--- src/rtl/dmem_arbiter_if.sv ---
// dmem_arbiter_if
//   Request/acknowledge bus between one data-memory master and the arbiter.
//   Master side drives:  req (held until ack), we, addr (byte address), wdata.
//   Arbiter side drives: ack (one-cycle pulse), err (misaligned, valid with ack),
//                        rdata (valid with ack).
interface dmem_arbiter_if #(
  parameter int DATA_W = 32
);
  logic              req;
  logic              we;
  logic [31:0]       addr;
  logic [DATA_W-1:0] wdata;
  logic              ack;
  logic              err;
  logic [DATA_W-1:0] rdata;

  modport master (output req, we, addr, wdata, input ack, err, rdata);
  modport slave  (input req, we, addr, wdata, output ack, err, rdata);
endinterface

--- src/rtl/dmem_arbiter.sv ---
// dmem_arbiter
//   Serialises two masters (m0 = CPU data path, m1 = UART loader / debug port)
//   onto a single-port synchronous data memory with round-robin priority.
//   Each access takes IDLE -> ISSUE -> RESP; a waiting master is granted
//   straight out of RESP so alternating masters get one access per 2 cycles.
// Ports:
//   clock, reset      system clock, asynchronous active-low reset
//   m0, m1            request/acknowledge buses (slave side)
//   mem_we/addr/wdata memory write enable, word address, write data
//   mem_rdata         memory read data, valid the cycle after address sampling
//   cpu_stall         m0 is requesting and not yet acknowledged
module dmem_arbiter #(
  parameter int ADDR_W = 14,
  parameter int DATA_W = 32
) (
  input  logic              clock,
  input  logic              reset,
  dmem_arbiter_if.slave     m0,
  dmem_arbiter_if.slave     m1,
  output logic              mem_we,
  output logic [ADDR_W-1:0] mem_addr,
  output logic [DATA_W-1:0] mem_wdata,
  input  logic [DATA_W-1:0] mem_rdata,
  output logic              cpu_stall
);

  typedef enum logic [1:0] {IDLE, ISSUE, RESP} state_t;

  state_t            state_q, state_d;
  logic              sel_q, sel_d;
  logic              last_q, last_d;
  logic              lat_we_q, lat_we_d;
  logic              lat_err_q, lat_err_d;
  logic [ADDR_W-1:0] lat_addr_q, lat_addr_d;
  logic [DATA_W-1:0] lat_wdata_q, lat_wdata_d;

  logic              grant;
  logic              winner;

  // State and latched-transaction registers. last resets to 1 so that
  // master 0 wins the first tie after reset.
  always_ff @(posedge clock or negedge reset) begin
    if (!reset) begin
      state_q     <= IDLE;
      sel_q       <= 1'b0;
      last_q      <= 1'b1;
      lat_we_q    <= 1'b0;
      lat_err_q   <= 1'b0;
      lat_addr_q  <= '0;
      lat_wdata_q <= '0;
    end else begin
      state_q     <= state_d;
      sel_q       <= sel_d;
      last_q      <= last_d;
      lat_we_q    <= lat_we_d;
      lat_err_q   <= lat_err_d;
      lat_addr_q  <= lat_addr_d;
      lat_wdata_q <= lat_wdata_d;
    end
  end

  // Next-state and grant logic. In RESP only the other master is considered:
  // the served master's req is still high for the transaction just acked.
  always_comb begin
    state_d     = state_q;
    sel_d       = sel_q;
    last_d      = last_q;
    lat_we_d    = lat_we_q;
    lat_err_d   = lat_err_q;
    lat_addr_d  = lat_addr_q;
    lat_wdata_d = lat_wdata_q;
    grant       = 1'b0;
    winner      = 1'b0;

    case (state_q)
      IDLE: begin
        if (m0.req && m1.req) begin
          grant  = 1'b1;
          winner = ~last_q;
        end else if (m0.req) begin
          grant  = 1'b1;
          winner = 1'b0;
        end else if (m1.req) begin
          grant  = 1'b1;
          winner = 1'b1;
        end
      end
      ISSUE: begin
        state_d = RESP;
      end
      RESP: begin
        state_d = IDLE;
        if (sel_q ? m0.req : m1.req) begin
          grant  = 1'b1;
          winner = ~sel_q;
        end
      end
      default: begin
        state_d = IDLE;
      end
    endcase

    // Request fields are captured only here; later changes on the bus
    // do not affect the transaction in flight. Upper address bits wrap.
    if (grant) begin
      state_d     = ISSUE;
      sel_d       = winner;
      last_d      = winner;
      lat_we_d    = winner ? m1.we : m0.we;
      lat_addr_d  = winner ? m1.addr[ADDR_W+1:2] : m0.addr[ADDR_W+1:2];
      lat_wdata_d = winner ? m1.wdata : m0.wdata;
      lat_err_d   = winner ? (m1.addr[1:0] != 2'b00) : (m0.addr[1:0] != 2'b00);
    end
  end

  // Response outputs: only the selected master sees ack/err/rdata, and only in RESP.
  always_comb begin
    m0.ack   = 1'b0;
    m0.err   = 1'b0;
    m0.rdata = '0;
    m1.ack   = 1'b0;
    m1.err   = 1'b0;
    m1.rdata = '0;
    if (state_q == RESP) begin
      if (sel_q) begin
        m1.ack   = 1'b1;
        m1.err   = lat_err_q;
        m1.rdata = mem_rdata;
      end else begin
        m0.ack   = 1'b1;
        m0.err   = lat_err_q;
        m0.rdata = mem_rdata;
      end
    end
  end

  // Address and data come straight from the latches so they hold between
  // accesses; the write strobe is suppressed for misaligned accesses.
  assign mem_we    = (state_q == ISSUE) && lat_we_q && !lat_err_q;
  assign mem_addr  = lat_addr_q;
  assign mem_wdata = lat_wdata_q;
  assign cpu_stall = m0.req && !m0.ack;

endmodule

--- src/flat_wrapper.sv ---
// flat-port wrapper written by rule: the top's interface ports become plain ports
module dmem_arbiter_flat 
#(
  parameter int ADDR_W = 14,
  parameter int DATA_W = 32
)
  (clock, reset, mem_we, mem_addr, mem_wdata, mem_rdata, cpu_stall, m0_req, m0_we, m0_addr, m0_wdata, m0_ack, m0_err, m0_rdata, m1_req, m1_we, m1_addr, m1_wdata, m1_ack, m1_err, m1_rdata);
  dmem_arbiter_if #(.DATA_W(DATA_W)) m0_i ();
  dmem_arbiter_if #(.DATA_W(DATA_W)) m1_i ();
  input  logic clock;
  input  logic reset;
  output logic mem_we;
  output logic [ADDR_W-1:0] mem_addr;
  output logic [DATA_W-1:0] mem_wdata;
  input  logic [DATA_W-1:0] mem_rdata;
  output logic cpu_stall;
  input wire logic [$bits(m0_i.req)-1:0] m0_req;
  input wire logic [$bits(m0_i.we)-1:0] m0_we;
  input wire logic [$bits(m0_i.addr)-1:0] m0_addr;
  input wire logic [$bits(m0_i.wdata)-1:0] m0_wdata;
  output wire logic [$bits(m0_i.ack)-1:0] m0_ack;
  output wire logic [$bits(m0_i.err)-1:0] m0_err;
  output wire logic [$bits(m0_i.rdata)-1:0] m0_rdata;
  input wire logic [$bits(m1_i.req)-1:0] m1_req;
  input wire logic [$bits(m1_i.we)-1:0] m1_we;
  input wire logic [$bits(m1_i.addr)-1:0] m1_addr;
  input wire logic [$bits(m1_i.wdata)-1:0] m1_wdata;
  output wire logic [$bits(m1_i.ack)-1:0] m1_ack;
  output wire logic [$bits(m1_i.err)-1:0] m1_err;
  output wire logic [$bits(m1_i.rdata)-1:0] m1_rdata;
  assign m0_i.req = m0_req;
  assign m0_i.we = m0_we;
  assign m0_i.addr = m0_addr;
  assign m0_i.wdata = m0_wdata;
  assign m0_ack = m0_i.ack;
  assign m0_err = m0_i.err;
  assign m0_rdata = m0_i.rdata;
  assign m1_i.req = m1_req;
  assign m1_i.we = m1_we;
  assign m1_i.addr = m1_addr;
  assign m1_i.wdata = m1_wdata;
  assign m1_ack = m1_i.ack;
  assign m1_err = m1_i.err;
  assign m1_rdata = m1_i.rdata;
  dmem_arbiter #(.ADDR_W(ADDR_W), .DATA_W(DATA_W)) u_core (.clock(clock), .reset(reset), .m0(m0_i), .m1(m1_i), .mem_we(mem_we), .mem_addr(mem_addr), .mem_wdata(mem_wdata), .mem_rdata(mem_rdata), .cpu_stall(cpu_stall));
endmodule
--- config.mk ---
export PLATFORM = sky130hd
export DESIGN_NAME = dmem_arbiter_flat
export DESIGN_NICKNAME = d
export VERILOG_FILES = /design/src/rtl/dmem_arbiter_if.sv /design/src/rtl/dmem_arbiter.sv /design/src/flat_wrapper.sv
export SDC_FILE = /design/constraint.sdc
export NUM_CORES = 1
export LEC_CHECK = 0
export BUFFER_PORTS_ARGS = -buffer_cell sky130_fd_sc_hd__buf_2
export CAP_MARGIN = 20
export CORE_MARGIN = 4
export CORE_UTILIZATION = 25
export DETAILED_ROUTE_END_ITERATION = 8
export MAX_ROUTING_LAYER = met4
export PLACE_DENSITY_LB_ADDON = 0.08
export SYNTH_ARGS = -nofsm -noshare
export SYNTH_HDL_FRONTEND = slang
export SYNTH_SLANG_ARGS = --single-unit
--- constraint.sdc ---
create_clock -name clock -period 1.6 [get_ports clock]
set_input_delay 0.16 -clock clock [delete_from_list [all_inputs] [get_ports clock]]
set_output_delay 0.16 -clock clock [all_outputs]
set_load 0.05 [all_outputs]
==> flow_summary.json <==
{
  "htree_levels": 2,
  "drc": 0,
  "dpl_cell_area_um2": 4420,
  "dpl.cell_count": 684,
  "path_buf_inv": 3,
  "synth.most_common_cell": "and2_1",
  "clk_pin_slew_ns": 0.07,
  "clockRootBuffer": "clkbuf_16",
  "async_reset_ff_share_pct": 100,
  "cpMaxStageDelayCell": "dfrtp_2",
  "slew_headroom_pct": 80.5,
  "fp.dieArea_um2": 13500,
  "gp_congestion": 0.704,
  "synth_area_um2": 2930,
  "synth_top_cell_by_area": "dfrtp_1",
  "report.final.slew_viol_count": 0,
  "startpoint": "u_core.sel_q",
  "synth_seq_cells": 52,
  "antenna_found_initial": 0,
  "cts_tree": "yes",
  "critical_path_arrival_ns": 1.55,
  "drt_wl_total_um": 10500,
  "crit_family": "flip-flops",
  "cpMostUsedCell": "buf_6",
  "syn_avg_cell_area_um2": 9.77,
  "synthTopCellsByArea": "dfrtp_1, mux2i_1, and2_1, o21ai_1, nand2_1",
  "grt_first_pass_wirelength_um": 14300,
  "pre_cts_slack_ns": 0.0182,
  "worstReg2RegStart": "u_core.sel_q",
  "yosys_warnings": 0,
  "max_stage_delay_ns": 0.44,
  "power_mw": 11.2,
  "hpwl_um": 7400,
  "finalSetupViolCount": 102,
  "areaGrowthSynthToFinish_pct": 87.6,
  "rows": 39,
  "synth.distinct_cells": 24,
  "fmax_mhz": 585,
  "hp-start": "m0_wdata[10]",
  "grt_use_total_pct": 13.8,
  "overflow": 0,
  "cts_made_buffers": 5,
  "synth_top_area_share_pct": 43.5,
  "io-pin-count": 282,
  "finClkSkew_ns": 0.00606,
  "critical_path.cell_chain": "buf_6 -> and3_4 -> buf_12 -> and2_2 -> buf_6",
  "cp.required_ns": 1.44,
  "grt_pass1_vias": 2879,
  "fill_cells": 1088,
  "syn_nets": 466,
  "drv_cap": 0,
  "nNetsFinal": 728,
  "period_minus_slack_ns": 1.71,
  "grt_max_degree": 53,
  "setup.worst_path.class": "reg2out",
  "start_kind": "flop",
  "synthTopCellsByCount": "and2_1, dfrtp_1, nand2_1",
  "drive_above_1_share_pct": 63.4,
  "synth-edff-count": 0,
  "hp-class": "in2reg",
  "drt-wirelength-per-cell_um": 14.8,
  "final_cells": 706,
  "io_buffer_count": 249,
  "worst_pin_slew_ns": 0.292,
  "ant_nets": 0,
  "via_per_inst": 4.28,
  "drt-initial-drc-count": 43,
  "synthFlopType": "dfrtp_1",
  "initial_core_util_pct": 25.6,
  "rsz0062_at_grt": "true",
  "cts_buffer_depth": 2,
  "finalInstanceArea_um2": 5500,
  "yosysSeqAreaShare_pct": 44.4,
  "firstDrtPassIters": 4,
  "coreArea_um2": 11500,
  "p_leak_nw": 2.77,
  "peakVddDrop_mv": 0.897,
  "die_h_um": 116,
  "setup_ws_ns": -0.109,
  "diodes": 0,
  "cp_max_fo": 17,
  "die_w_um": 116,
  "clock_latency_ns": 0.29,
  "hold_viol": 0,
  "pwr_density_cell_nw_per_um2": 2030,
  "fin_crit_sh_pct": 107,
  "vias": 3023,
  "violations": "negative setup slack",
  "status": "complete, but fails checks",
  "end_kind": "output pin",
  "clock_sinks": 52,
  "synthCells": 300
}
[worst paths after layout]
| kind | to | slack, ns | cells past startpoint |
|---|---|---|---|
| setup / recovery | m1_rdata[24] | -0.11 | 5 |
| setup reg to reg | u_core.mem_wdata[16] | -0.07 | 7 |
| min in group asynchronous | u_core.mem_addr[6] | 0.40 | 3 |
| max in group asynchronous | u_core.last_q | 0.91 | 3 |
| hold reg to reg | u_core.mem_wdata[4] | 0.48 | 2 |
| hold / removal | u_core.mem_wdata[10] | 0.14 | 3 |
[flip-flops by register name (all words and copies together) (netlist names)]
name              flops
u_core.lat_err_q      1
u_core.mem_wdata     32
u_core.mem_addr      14
u_core.last_q         1
u_core.lat_we_q       1
u_core.sel_q          1
u_core.state_q        2
[worst register-to-register path: stages (launching register included)]
cell	delay [ns]
dfrtp_2	0.44
buf_6	0.13
a21boi_2	0.15
and3_4	0.28
buf_12	0.15
buf_12	0.14
mux2i_2	0.20
o21ai_1	0.09
[routing by layer]
| metal | track usage (%) | wire length [µm] | share of wire, % |
|---|---|---|---|
| met5 | - | 0 | 0 |
| met1 | 14.9 | 3750 | 36 |
| met2 | 25.8 | 5610 | 54 |
| met4 | 3.40 | 104 | 0.99 |
| met3 | 2.54 | 1000 | 9.6 |
[report_power, final]
part	switching, mW	total (mW)	internal (mW)
logic	4.98	7.75	2.77
registers	0.345	2.33	1.98
clock network	0.472	1.10	0.626
[placed cells by master (no fill, tap or decap), types with 4 or more instances in the layout]
cell type / n
and2_1: 21
and2_2: 12
and2_4: 33
buf_12: 10
buf_2: 179
buf_4: 4
buf_6: 61
buf_8: 19
clkbuf_16: 8
dfrtp_1: 50
mux2i_1: 34
mux2i_2: 11
nand2_1: 48
o21ai_1: 47
[final cells by class]
class	instances	area, µm²	area share (%)
inverters	2	7.51	0.136
repair buffers	278	2210	40.2
clock buffers	6	139	2.53
flip-flops and latches	52	1300	23.7
clock inverters	2	13.8	0.250
well taps	143	179	3.25
multi-input cells	223	1650	29.9
[metrics by stage]
stage	hold WS (ns)	TNS [ns]	utilization (%)
final	0.138	-6.23	48.0
after CTS	0.135	-3.36	44.6
after global placement	0.179	0	38.6
after floorplan	-0.136	0	-
after global routing	0.150	-12.74	48.0
after detailed placement	0.180	0	38.6
[cell families after synthesis]
kind of cell / Yosys count / synth area share, %
simple gates: 124 / 22.6
flops: 52 / 44.4
mux: 47 / 16.0
compound gates: 52 / 9.86
buf+inv: 25 / 7.04
[repair_timing]
item	4_1_cts	5_1_grt
hold buffers	1	0
pin swaps	2	10
setup buffers	3	4
endpoints found under the hold margin	51	0
gates cloned	1	5
gates resized for setup	155	72
setup endpoints to repair	68	110
No activity file was read; power rests on OpenSTA's default activity.
